<file path="src/rtl/kbd_spi_matrix.sv">
// SPI keyboard receiver: shifts 40-bit frames from an external controller into
// a key matrix register and serves port #FE column reads from it.
module kbd_spi_matrix #(
  parameter int SYNC_STAGES = 2,
  parameter int ERR_W       = 4
) (
  input  logic             CLK_14MHZ,
  input  logic             CPU_RESET,
  input  logic             KBD_CLK,
  input  logic             KBD_CS,
  input  logic             KBD_DI,
  input  logic [7:0]       A_HI,
  output logic [4:0]       KB,
  output logic             FRAME_OK,
  output logic [ERR_W-1:0] ERR_CNT
);

  localparam int L = SYNC_STAGES - 1;
  localparam int P = SYNC_STAGES - 2;

  typedef enum logic [1:0] {IDLE, SHIFT, OVER} state_t;

  logic [SYNC_STAGES-1:0] clk_s, cs_s, di_s, sync_vld;
  logic [39:0]            sr, m;
  logic [5:0]             bc;
  logic                   armed;
  state_t                 state;
  logic                   clk_rise, cs_rise, cs_fall;

  always_ff @(posedge CLK_14MHZ or negedge CPU_RESET) begin
    if (!CPU_RESET) begin
      clk_s    <= '1;
      cs_s     <= '1;
      di_s     <= '1;
      sync_vld <= '0;
    end else begin
      clk_s    <= {clk_s[P:0], KBD_CLK};
      cs_s     <= {cs_s[P:0], KBD_CS};
      di_s     <= {di_s[P:0], KBD_DI};
      sync_vld <= {sync_vld[P:0], 1'b1};
    end
  end

  assign clk_rise = clk_s[P] & ~clk_s[L];
  assign cs_rise  = cs_s[P] & ~cs_s[L];
  assign cs_fall  = ~cs_s[P] & cs_s[L];

  // Arming waits for the synchronizer to hold real samples, so a reset inside a
  // frame cannot mistake the reset value of the CS chain for a frame start.
  always_ff @(posedge CLK_14MHZ or negedge CPU_RESET) begin
    if (!CPU_RESET) begin
      sr       <= '0;
      bc       <= '0;
      m        <= '1;
      armed    <= 1'b0;
      state    <= IDLE;
      FRAME_OK <= 1'b0;
      ERR_CNT  <= '0;
    end else begin
      FRAME_OK <= 1'b0;
      if (!armed) begin
        if (sync_vld[L] && cs_s[P])
          armed <= 1'b1;
      end else if (cs_rise) begin
        state <= IDLE;
        if (state == SHIFT && bc == 6'd40) begin
          m        <= sr;
          FRAME_OK <= 1'b1;
        end else if (state != IDLE && ERR_CNT != '1) begin
          ERR_CNT <= ERR_CNT + 1'b1;
        end
      end else if (cs_fall) begin
        state <= SHIFT;
        bc    <= '0;
      end else if (clk_rise && state == SHIFT) begin
        if (bc == 6'd40) begin
          state <= OVER;
        end else begin
          sr <= {sr[38:0], di_s[L]};
          bc <= bc + 6'd1;
        end
      end
    end
  end

  always_comb begin
    KB = '1;
    for (int unsigned r = 0; r < 8; r++) begin
      if (!A_HI[r])
        KB = KB & m[r*5 +: 5];
    end
  end

endmodule

</file>
<file path="config.mk">
export PLATFORM = sky130hd
export DESIGN_NAME = kbd_spi_matrix
export DESIGN_NICKNAME = d
export VERILOG_FILES = /design/src/rtl/kbd_spi_matrix.sv
export SDC_FILE = /design/constraint.sdc
export NUM_CORES = 1
export LEC_CHECK = 0
export BUFFER_PORTS_ARGS = -buffer_cell sky130_fd_sc_hd__buf_2
export CAP_MARGIN = 20
export CORE_MARGIN = 5
export CORE_UTILIZATION = 54
export CTS_BUF_LIST = sky130_fd_sc_hd__clkbuf_16
export DETAILED_ROUTE_END_ITERATION = 16
export GPL_ROUTABILITY_DRIVEN = 0
export PLACE_DENSITY_LB_ADDON = 0.15
export SLEW_MARGIN = 20
export SYNTH_ARGS = -nofsm -noshare
export SYNTH_HDL_FRONTEND = slang
export SYNTH_SLANG_ARGS = --single-unit
</file>
<file path="constraint.sdc">
create_clock -name CLK_14MHZ -period 2.1 [get_ports CLK_14MHZ]
set_input_delay 0.21 -clock CLK_14MHZ [delete_from_list [all_inputs] [get_ports CLK_14MHZ]]
set_output_delay 0.21 -clock CLK_14MHZ [all_outputs]
set_load 0.02 [all_outputs]
</file>
==> reports/qor.txt, run 1 <==
CRITICAL PATH
----------------------------------------------------------------------------------
Maximum cell stage delay along the critical path ....................      0.54 ns
RR Startpoint .......................................................      cs_s[1]
Buffering stage count on the worst path with inverters included .....            3
Startpoint of the most critical setup path ..........................      cs_s[1]
Logic depth of the worst setup path including buffers ...............            8
CP Data Required Time ...............................................      2.32 ns
Ordered list of cells on the worst path ............................. inv_2, ha_4, nand2b_4, a311o_2, nor2_4, buf_12, clkbuf_16, mux2_2
Kind of cell adding the most delay to the critical path .............   flip-flops
Category of the critical setup timing path ..........................      reg2reg
Slowest stage cell, crit path .......................................      dfstp_2
Critical-path maximum fanout ........................................            6
Data arrival time of the critical path ..............................      2.35 ns
Nature of the critical path startpoint ..............................     register
Critical path capture point type ....................................     register
Cell count of the worst reg-to-reg path .............................            8

CTS
----------------------------------------------------------------------------------
Number of buffers added by the clock tree synthesis step ............            9
Clock transition at the registers of the reported paths .............      0.07 ns
Maximum clock path buffer count .....................................            2
CTS H-Tree Depth ....................................................            3
Source-to-sink clock delay at the later pin of the worst-skew pair ..      0.33 ns
CTS sink count ......................................................          102
Root buffer cell ....................................................    clkbuf_16
TritonCTS clock tree ................................................         done

SYNTH
----------------------------------------------------------------------------------
Number of distinct library cells after synthesis ....................           34
Total standard cell area after synthesis ............................ 0.00420 sq mm
Flip-flop and latch count after synthesis ...........................          102
Post-synthesis cell count ...........................................          278
Syn_area_per_cell ...................................................   15.1 sq um
Nets in the synthesized netlist .....................................          296
Fraction of the yosys area taken by sequential cells ................        62.1%
Yosys Warn Count ....................................................            0

TIMING
----------------------------------------------------------------------------------
Setup-failing EPs final .............................................           24
Min Clock Period, post-route ........................................      2.13 ns
Final critical-path share of the clock period .......................         102%
Final number of max-transition violations ...........................            0
RSZ-0062 raised after global routing ................................         true
Achievable clock frequency ..........................................      468 MHz
Count of final hold-check violations ................................            0
Worst setup skew after layout .......................................   0.00558 ns
Transition time of the tightest slew-check pin ......................     0.510 ns
Worst slew margin relative to its limit .............................        66.0%
Final Worst Setup Slack .............................................   -0.0349 ns

POWER
----------------------------------------------------------------------------------
Leakage .............................................................      2.24 nW
Power share of the clock group ......................................        38.0%
P_sw ................................................................     0.951 mW
Int Pwr .............................................................      2.99 mW
Relative contribution of combinational cells to total power .........         8.6%
Design Power ........................................................      3.94 mW
Power per standard cell area ........................................  784 mW/mm^2
Sequential share of power ...........................................        53.3%
Worst IR drop on VDD ................................................   0.000477 V
Fraction of power spent switching nets ..............................        24.1%

GLOBAL ROUTE
----------------------------------------------------------------------------------
Tot GR Track Use ....................................................        16.8%
Number of antenna violations at the first check in global routing ...            0
Global-route wire length before repair ..............................      12.8 mm
Pin count of the biggest net entering global routing ................           65
Residual overflow from global routing ...............................            0
Via count of the first global-routing pass ..........................         2491

FLOORPLANNING
----------------------------------------------------------------------------------
Vertical die dimension .............................................. 98.2 microns
Area of the die ..................................................... 0.00965 sq mm
Core footprint ...................................................... 0.00765 sq mm
Initial cell density of the core ....................................        55.0%
Die width ........................................................... 98.2 microns
Placement row count .................................................           32
Boundary Pins .......................................................           23

PLACE
----------------------------------------------------------------------------------
Detailed placer's ending HPWL .......................................      5.14 mm
Worst setup slack before clock tree synthesis .......................   -0.0248 ns
Placement Cell Area ................................................. 0.00447 sq mm
Total of buffers placed on input and output ports ...................           22

FINISH
----------------------------------------------------------------------------------
Final-layout fill cell count ........................................          550
Share of final-layout standard cells stronger than drive strength 1 .        54.9%
Fin nets ............................................................          341
Antenna diode count .................................................            0
Finished layout cell area ........................................... 0.00503 sq mm
Area of the multi-input gates ....................................... 0.00160 sq mm
Most used cells in the layout excluding fill and tap cells .......... dfrtp_1 (56), mux2_2 (49), dfstp_2 (46)
Storage element area ................................................ 0.00261 sq mm
Area overhead of the layout relative to synthesis ...................        19.7%
Leading cell type in the layout, fill and taps excluded .............      dfrtp_1

STATUS
----------------------------------------------------------------------------------
Outcome ............................................................. complete, but fails checks
Violated checks ..................................................... setup timing

MIN PATH
----------------------------------------------------------------------------------
Instance count along the most critical hold path ....................            0
Kind of path behind the tightest hold check .........................      reg2reg
HP Start ............................................................  sync_vld[0]

ROUTING
----------------------------------------------------------------------------------
Detail-routed via count per cell ....................................         5.57
Routed WL ...........................................................      8.21 mm
Total number of vias ................................................         2394
Drt first-iter violations ...........................................           77
DRT antenna net count ...............................................            0
Pre-Repair DR Iteration Count .......................................            4
DRC violation count after routing ...................................            0
DR WL/cell .......................................................... 19.1 microns

RUN
----------------------------------------------------------------------------------
Maxcap violations ...................................................            0

## cell usage after synthesis
master | count | area share [%]
dfstp_2 | 46 | 29
conb_1 | 1 | 0.089
nand3_1 | 7 | 0.83
a32o_1 | 1 | 0.24
o22ai_1 | 20 | 3.0
nand2_1 | 4 | 0.36
a21o_1 | 1 | 0.18
nor4b_4 | 1 | 0.57
ha_1 | 5 | 1.5
inv_1 | 7 | 0.63
a21oi_1 | 3 | 0.36
mux2_1 | 10 | 2.7
nor2_1 | 3 | 0.27
xnor2_1 | 6 | 1.2
nor3_1 | 2 | 0.24
a31oi_1 | 1 | 0.15
mux2_2 | 72 | 19
nor2b_1 | 1 | 0.15
a311o_2 | 1 | 0.27
nand4bb_1 | 1 | 0.27
nand3_2 | 1 | 0.24
nor3b_2 | 1 | 0.30
nor2_4 | 1 | 0.27
dfrtp_1 | 56 | 33
buf_6 | 8 | 2.1
and2_1 | 1 | 0.15
or2b_1 | 1 | 0.18
nor4_1 | 6 | 0.89
o31ai_1 | 1 | 0.18
o21ai_0 | 3 | 0.36
nand2b_1 | 2 | 0.30
or3_1 | 1 | 0.15
a41oi_1 | 1 | 0.21
and3_1 | 2 | 0.30
## path summary, 6_finish.rpt
path,slack (ns),to
max reg2reg,-0.03,sr[26]
min in group asynchronous,0.39,sr[1]
min reg2reg,0.35,sync_vld[1]
min,0.35,sync_vld[1]
max in group asynchronous,0.95,m[16]
max,-0.03,sr[26]
## power groups by stage
stage	registers, mW	clock network, mW	logic, mW
after CTS	2.10	1.52	0.315
after detailed placement	2.13	0	0.309
after floorplan	2.16	0	0.136
after global placement	2.13	0	0.303
after global routing	2.11	1.62	0.383
final	2.10	1.50	0.340
## metal layers
metal	wire, microns	track usage, %
met3	258	3.21
met4	235	7.67
met5	0	0
met1	3860	23.5
met2	3860	25.7
## logic make-up after synthesis
| group | share of synthesized area (%) |
|---|---|
| XOR/XNOR | 1.25 |
| multiplexers | 22.0 |
| AND/OR/NAND/NOR | 5.45 |
| buffers and inverters | 2.77 |
| adder cells (fa/ha/maj) | 1.49 |
| flip-flops | 62.1 |
| AO/OA/AOI/OAI | 4.91 |
| other | 0.0892 |
## per-stage QoR
step / TNS (ns) / cells / hold WS [ns] / util, %
2_1_floorplan: 0 / 278 / -0.0856 / -
3_3_place_gp: 0 / 404 / 0.214 / 58.4
3_5_place_dp: -0.229 / 404 / 0.216 / 58.4
4_1_cts: -0.740 / 424 / 0.354 / 62.5
5_1_grt: -2.04 / 430 / 0.364 / 65.8
6_report: -0.584 / 430 / 0.352 / 65.8
## area by class of cell
cell class	count	area share [%]
Clock buffer	9	4.48
Clock inverter	7	0.870
Inverter	7	0.522
Multi-Input combinational cell	161	31.9
Sequential cell	102	51.9
Tap cell	102	2.54
Timing Repair Buffer	42	7.86
## what timing repair did
| action | 4_1_cts | 5_1_grt |
|---|---|---|
| hold endpoints to repair | 27 | 0 |
| pin swaps | 0 | 2 |
| endpoints found under the setup margin | 38 | 40 |
| hold buffers | 4 | 0 |
| setup buffers | 0 | 2 |
| gates cloned | 0 | 4 |
| gates resized for setup | 1 | 32 |
## registers in the layout, summed over array words and instances, names as in the netlist
signal    flops
ERR_CNT       4
FRAME_OK      1
armed         1
bc            6
clk_s         2
cs_s          2
di_s          2
m            40
sr           40
state         2
sync_vld      2
## worst register-to-register path, stage by stage (launching register included)
cell and delay, ns:
dfstp_2 0.54, inv_2 0.04, ha_4 0.15, nand2b_4 0.14, a311o_2 0.35, nor2_4 0.18
buf_12 0.16, clkbuf_16 0.15, mux2_2 0.32
(Power assumes the default switching activity.)
==> run 2: changes to the inputs <==
CORE_UTILIZATION = 45   (was 54)
==> reports/qor.txt, run 2 (same netlist as run 1, synthesis figures left out) <==
GLOBAL ROUTE
----------------------------------------------------------------------------------
Via count of the first global-routing pass ..........................         2484   was 2491
Pin count of the biggest net entering global routing ................           45   was 65
Number of antenna violations at the first check in global routing ...            0   unchanged
Tot GR Track Use ....................................................        15.1%   was 16.8%
Residual overflow from global routing ...............................            0   unchanged
Global-route wire length before repair ..............................      13.2 mm   was 12.8 mm

TIMING
----------------------------------------------------------------------------------
Final critical-path share of the clock period .......................        98.3%   was 102%
Count of final hold-check violations ................................            0   unchanged
Worst slew margin relative to its limit .............................        62.1%   was 66.0%
Min Clock Period, post-route ........................................      2.06 ns   was 2.13 ns
Setup-failing EPs final .............................................            0   was 24
RSZ-0062 raised after global routing ................................         true   unchanged
Achievable clock frequency ..........................................      484 MHz   was 468 MHz
Sum of negative setup slack .........................................         0 ns   was -0.584 ns
Transition time of the tightest slew-check pin ......................     0.568 ns   was 0.510 ns
Final number of max-transition violations ...........................            0   unchanged
Worst setup skew after layout .......................................    0.0106 ns   was 0.00558 ns
Final Worst Setup Slack .............................................    0.0351 ns   was -0.0349 ns

ROUTING
----------------------------------------------------------------------------------
DR WL/cell .......................................................... 18.7 microns   was 19.1 microns
Pre-Repair DR Iteration Count .......................................            5   was 4
Drt first-iter violations ...........................................          111   was 77
Detail-routed via count per cell ....................................         5.50   was 5.57
DRC violation count after routing ...................................            0   unchanged
Total number of vias ................................................         2429   was 2394
DRT antenna net count ...............................................            0   unchanged
Routed WL ...........................................................      8.28 mm   was 8.21 mm

CRITICAL PATH
----------------------------------------------------------------------------------
Critical path capture point type ....................................     register   unchanged
Buffering stage count on the worst path with inverters included .....            3   unchanged
Category of the critical setup timing path ..........................      reg2reg   unchanged
Logic depth of the worst setup path including buffers ...............            8   unchanged
CP Data Required Time ...............................................      2.32 ns   about the same
Maximum cell stage delay along the critical path ....................      0.54 ns   about the same
Critical-path maximum fanout ........................................            6   unchanged
Data arrival time of the critical path ..............................      2.29 ns   was 2.35 ns
Reg-to-reg setup timing slack .......................................      0.04 ns   was -0.03 ns
Kind of cell adding the most delay to the critical path .............   flip-flops   unchanged
Ordered list of cells on the worst path ............................. inv_2, ha_4, nand2b_4, a311o_2, nor2_4, buf_12, clkbuf_16, mux2_4   was inv_2, ha_4, nand2b_4, a311o_2, nor2_4, buf_12, clkbuf_16, mux2_2
Slowest stage cell, crit path .......................................      dfstp_2   unchanged
Nature of the critical path startpoint ..............................     register   unchanged
Cell count of the worst reg-to-reg path .............................            8   unchanged

CTS
----------------------------------------------------------------------------------
Clock transition at the registers of the reported paths .............      0.07 ns   about the same
CTS sink count ......................................................          102   unchanged
Number of buffers added by the clock tree synthesis step ............            9   unchanged
CTS H-Tree Depth ....................................................            3   unchanged
Maximum clock path buffer count .....................................            2   unchanged
Root buffer cell ....................................................    clkbuf_16   unchanged
Source-to-sink clock delay at the later pin of the worst-skew pair ..      0.34 ns   was 0.33 ns
TritonCTS clock tree ................................................         done   unchanged

FLOORPLANNING
----------------------------------------------------------------------------------
Vertical die dimension ..............................................  107 microns   was 98.2 microns
Core footprint ...................................................... 0.00915 sq mm   was 0.00765 sq mm
Die width ...........................................................  107 microns   was 98.2 microns
Area of the die ..................................................... 0.0114 sq mm   was 0.00965 sq mm
Placement row count .................................................           35   was 32
Boundary Pins .......................................................           23   unchanged
Initial cell density of the core ....................................        45.9%   was 55.0%

STATUS
----------------------------------------------------------------------------------
Outcome ............................................................. complete, no violations   was complete, but fails checks

FINISH
----------------------------------------------------------------------------------
Share of final-layout standard cells stronger than drive strength 1 .        55.3%   was 54.9%
Most used cells in the layout excluding fill and tap cells .......... dfrtp_1 (56), dfstp_2 (46), mux2_2 (45)   was dfrtp_1 (56), mux2_2 (49), dfstp_2 (46)
Final-layout fill cell count ........................................          754   was 550
Fin nets ............................................................          344   was 341
Area overhead of the layout relative to synthesis ...................        21.2%   was 19.7%
Registers with the most flip-flops .................................. m (40), sr (40), bc (6)   unchanged
Cell Count, Final, Fillers Out ......................................          442   was 430
Antenna diode count .................................................            0   unchanged
Leading cell type in the layout, fill and taps excluded .............      dfrtp_1   unchanged
Final Util ..........................................................        55.7%   was 65.8%

POWER
----------------------------------------------------------------------------------
Leakage .............................................................      2.27 nW   was 2.24 nW
Power per standard cell area ........................................  813 mW/mm^2   was 784 mW/mm^2
Worst IR drop on VDD ................................................   0.000499 V   was 0.000477 V
Design Power ........................................................      4.14 mW   was 3.94 mW

PLACE
----------------------------------------------------------------------------------
Worst setup slack before clock tree synthesis .......................   -0.0362 ns   was -0.0248 ns
Detailed placer's ending HPWL .......................................      5.27 mm   was 5.14 mm
Placed cell count ...................................................          415   was 404
Total of buffers placed on input and output ports ...................           22   unchanged

MIN PATH
----------------------------------------------------------------------------------
Kind of path behind the tightest hold check .........................      reg2reg   unchanged
Instance count along the most critical hold path ....................            0   unchanged

RUN
----------------------------------------------------------------------------------
Maxcap violations ...................................................            0   unchanged

[run 2: report_power, final]
group | switching, mW | internal [mW] | leakage (nW)
logic | 0.191 | 0.169 | 0.883
registers | 0.0612 | 2.04 | 1.24
clock network | 0.742 | 0.939 | 0.146
[run 2: area by class of cell]
cell class | instances | area (sq um) | share of cell area (%)
sequential | 102 | 2610 | 51.2
multi-input combinational | 161 | 1600 | 31.5
timing repair buffer | 45 | 413 | 8.10
clock buffer | 9 | 225 | 4.42
tap | 111 | 139 | 2.73
clock inverter | 7 | 78.8 | 1.55
inverter | 7 | 26.3 | 0.516
[run 2: worst paths after layout]
check	end	startpoint
min reg2reg	sync_vld[1]	sync_vld[0]
min	sync_vld[1]	sync_vld[0]
max reg2reg	sr[22]	cs_s[1]
max	sr[22]	cs_s[1]
min in group asynchronous	sr[13]	CPU_RESET
max in group asynchronous	di_s[1]	CPU_RESET
[run 2: worst register-to-register path, delay by kind of cell (launching register included)]
family,cells,cell delay [ns]
DFF,1,0.54
buffers and inverters,3,0.36
AOI/OAI and AO/OA,1,0.35
muxes,1,0.30
and+or+nand+nor,2,0.26
adders and majority gates,1,0.14
[run 2: metrics by stage]
stage | cell area [sq um] | hold slack, ns
global route | 5090 | 0.356
global placement | 4510 | 0.246
finish | 5090 | 0.353
detailed placement | 4510 | 0.248
CTS | 4940 | 0.353
floorplan | 4200 | -0.0856
[run 2: routing by layer]
| layer | track usage, % | wire, microns | up-vias |
|---|---|---|---|
| met3 | 2.47 | 237 | 15 |
| met4 | 6.48 | 187 | 0 |
| met2 | 22.7 | 3810 | 35 |
| met5 | 0 | 0 | - |
| met1 | 21.6 | 4040 | 1264 |
| li1 | - | - | 1115 |
[run 2: repair_timing]
item,CTS,global route
gates cloned,1,3
hold endpoints to repair,28,0
hold buffers,4,0
pin swaps,0,2
buffers inserted,3,2
resized for setup,10,30
setup endpoints to repair,37,40
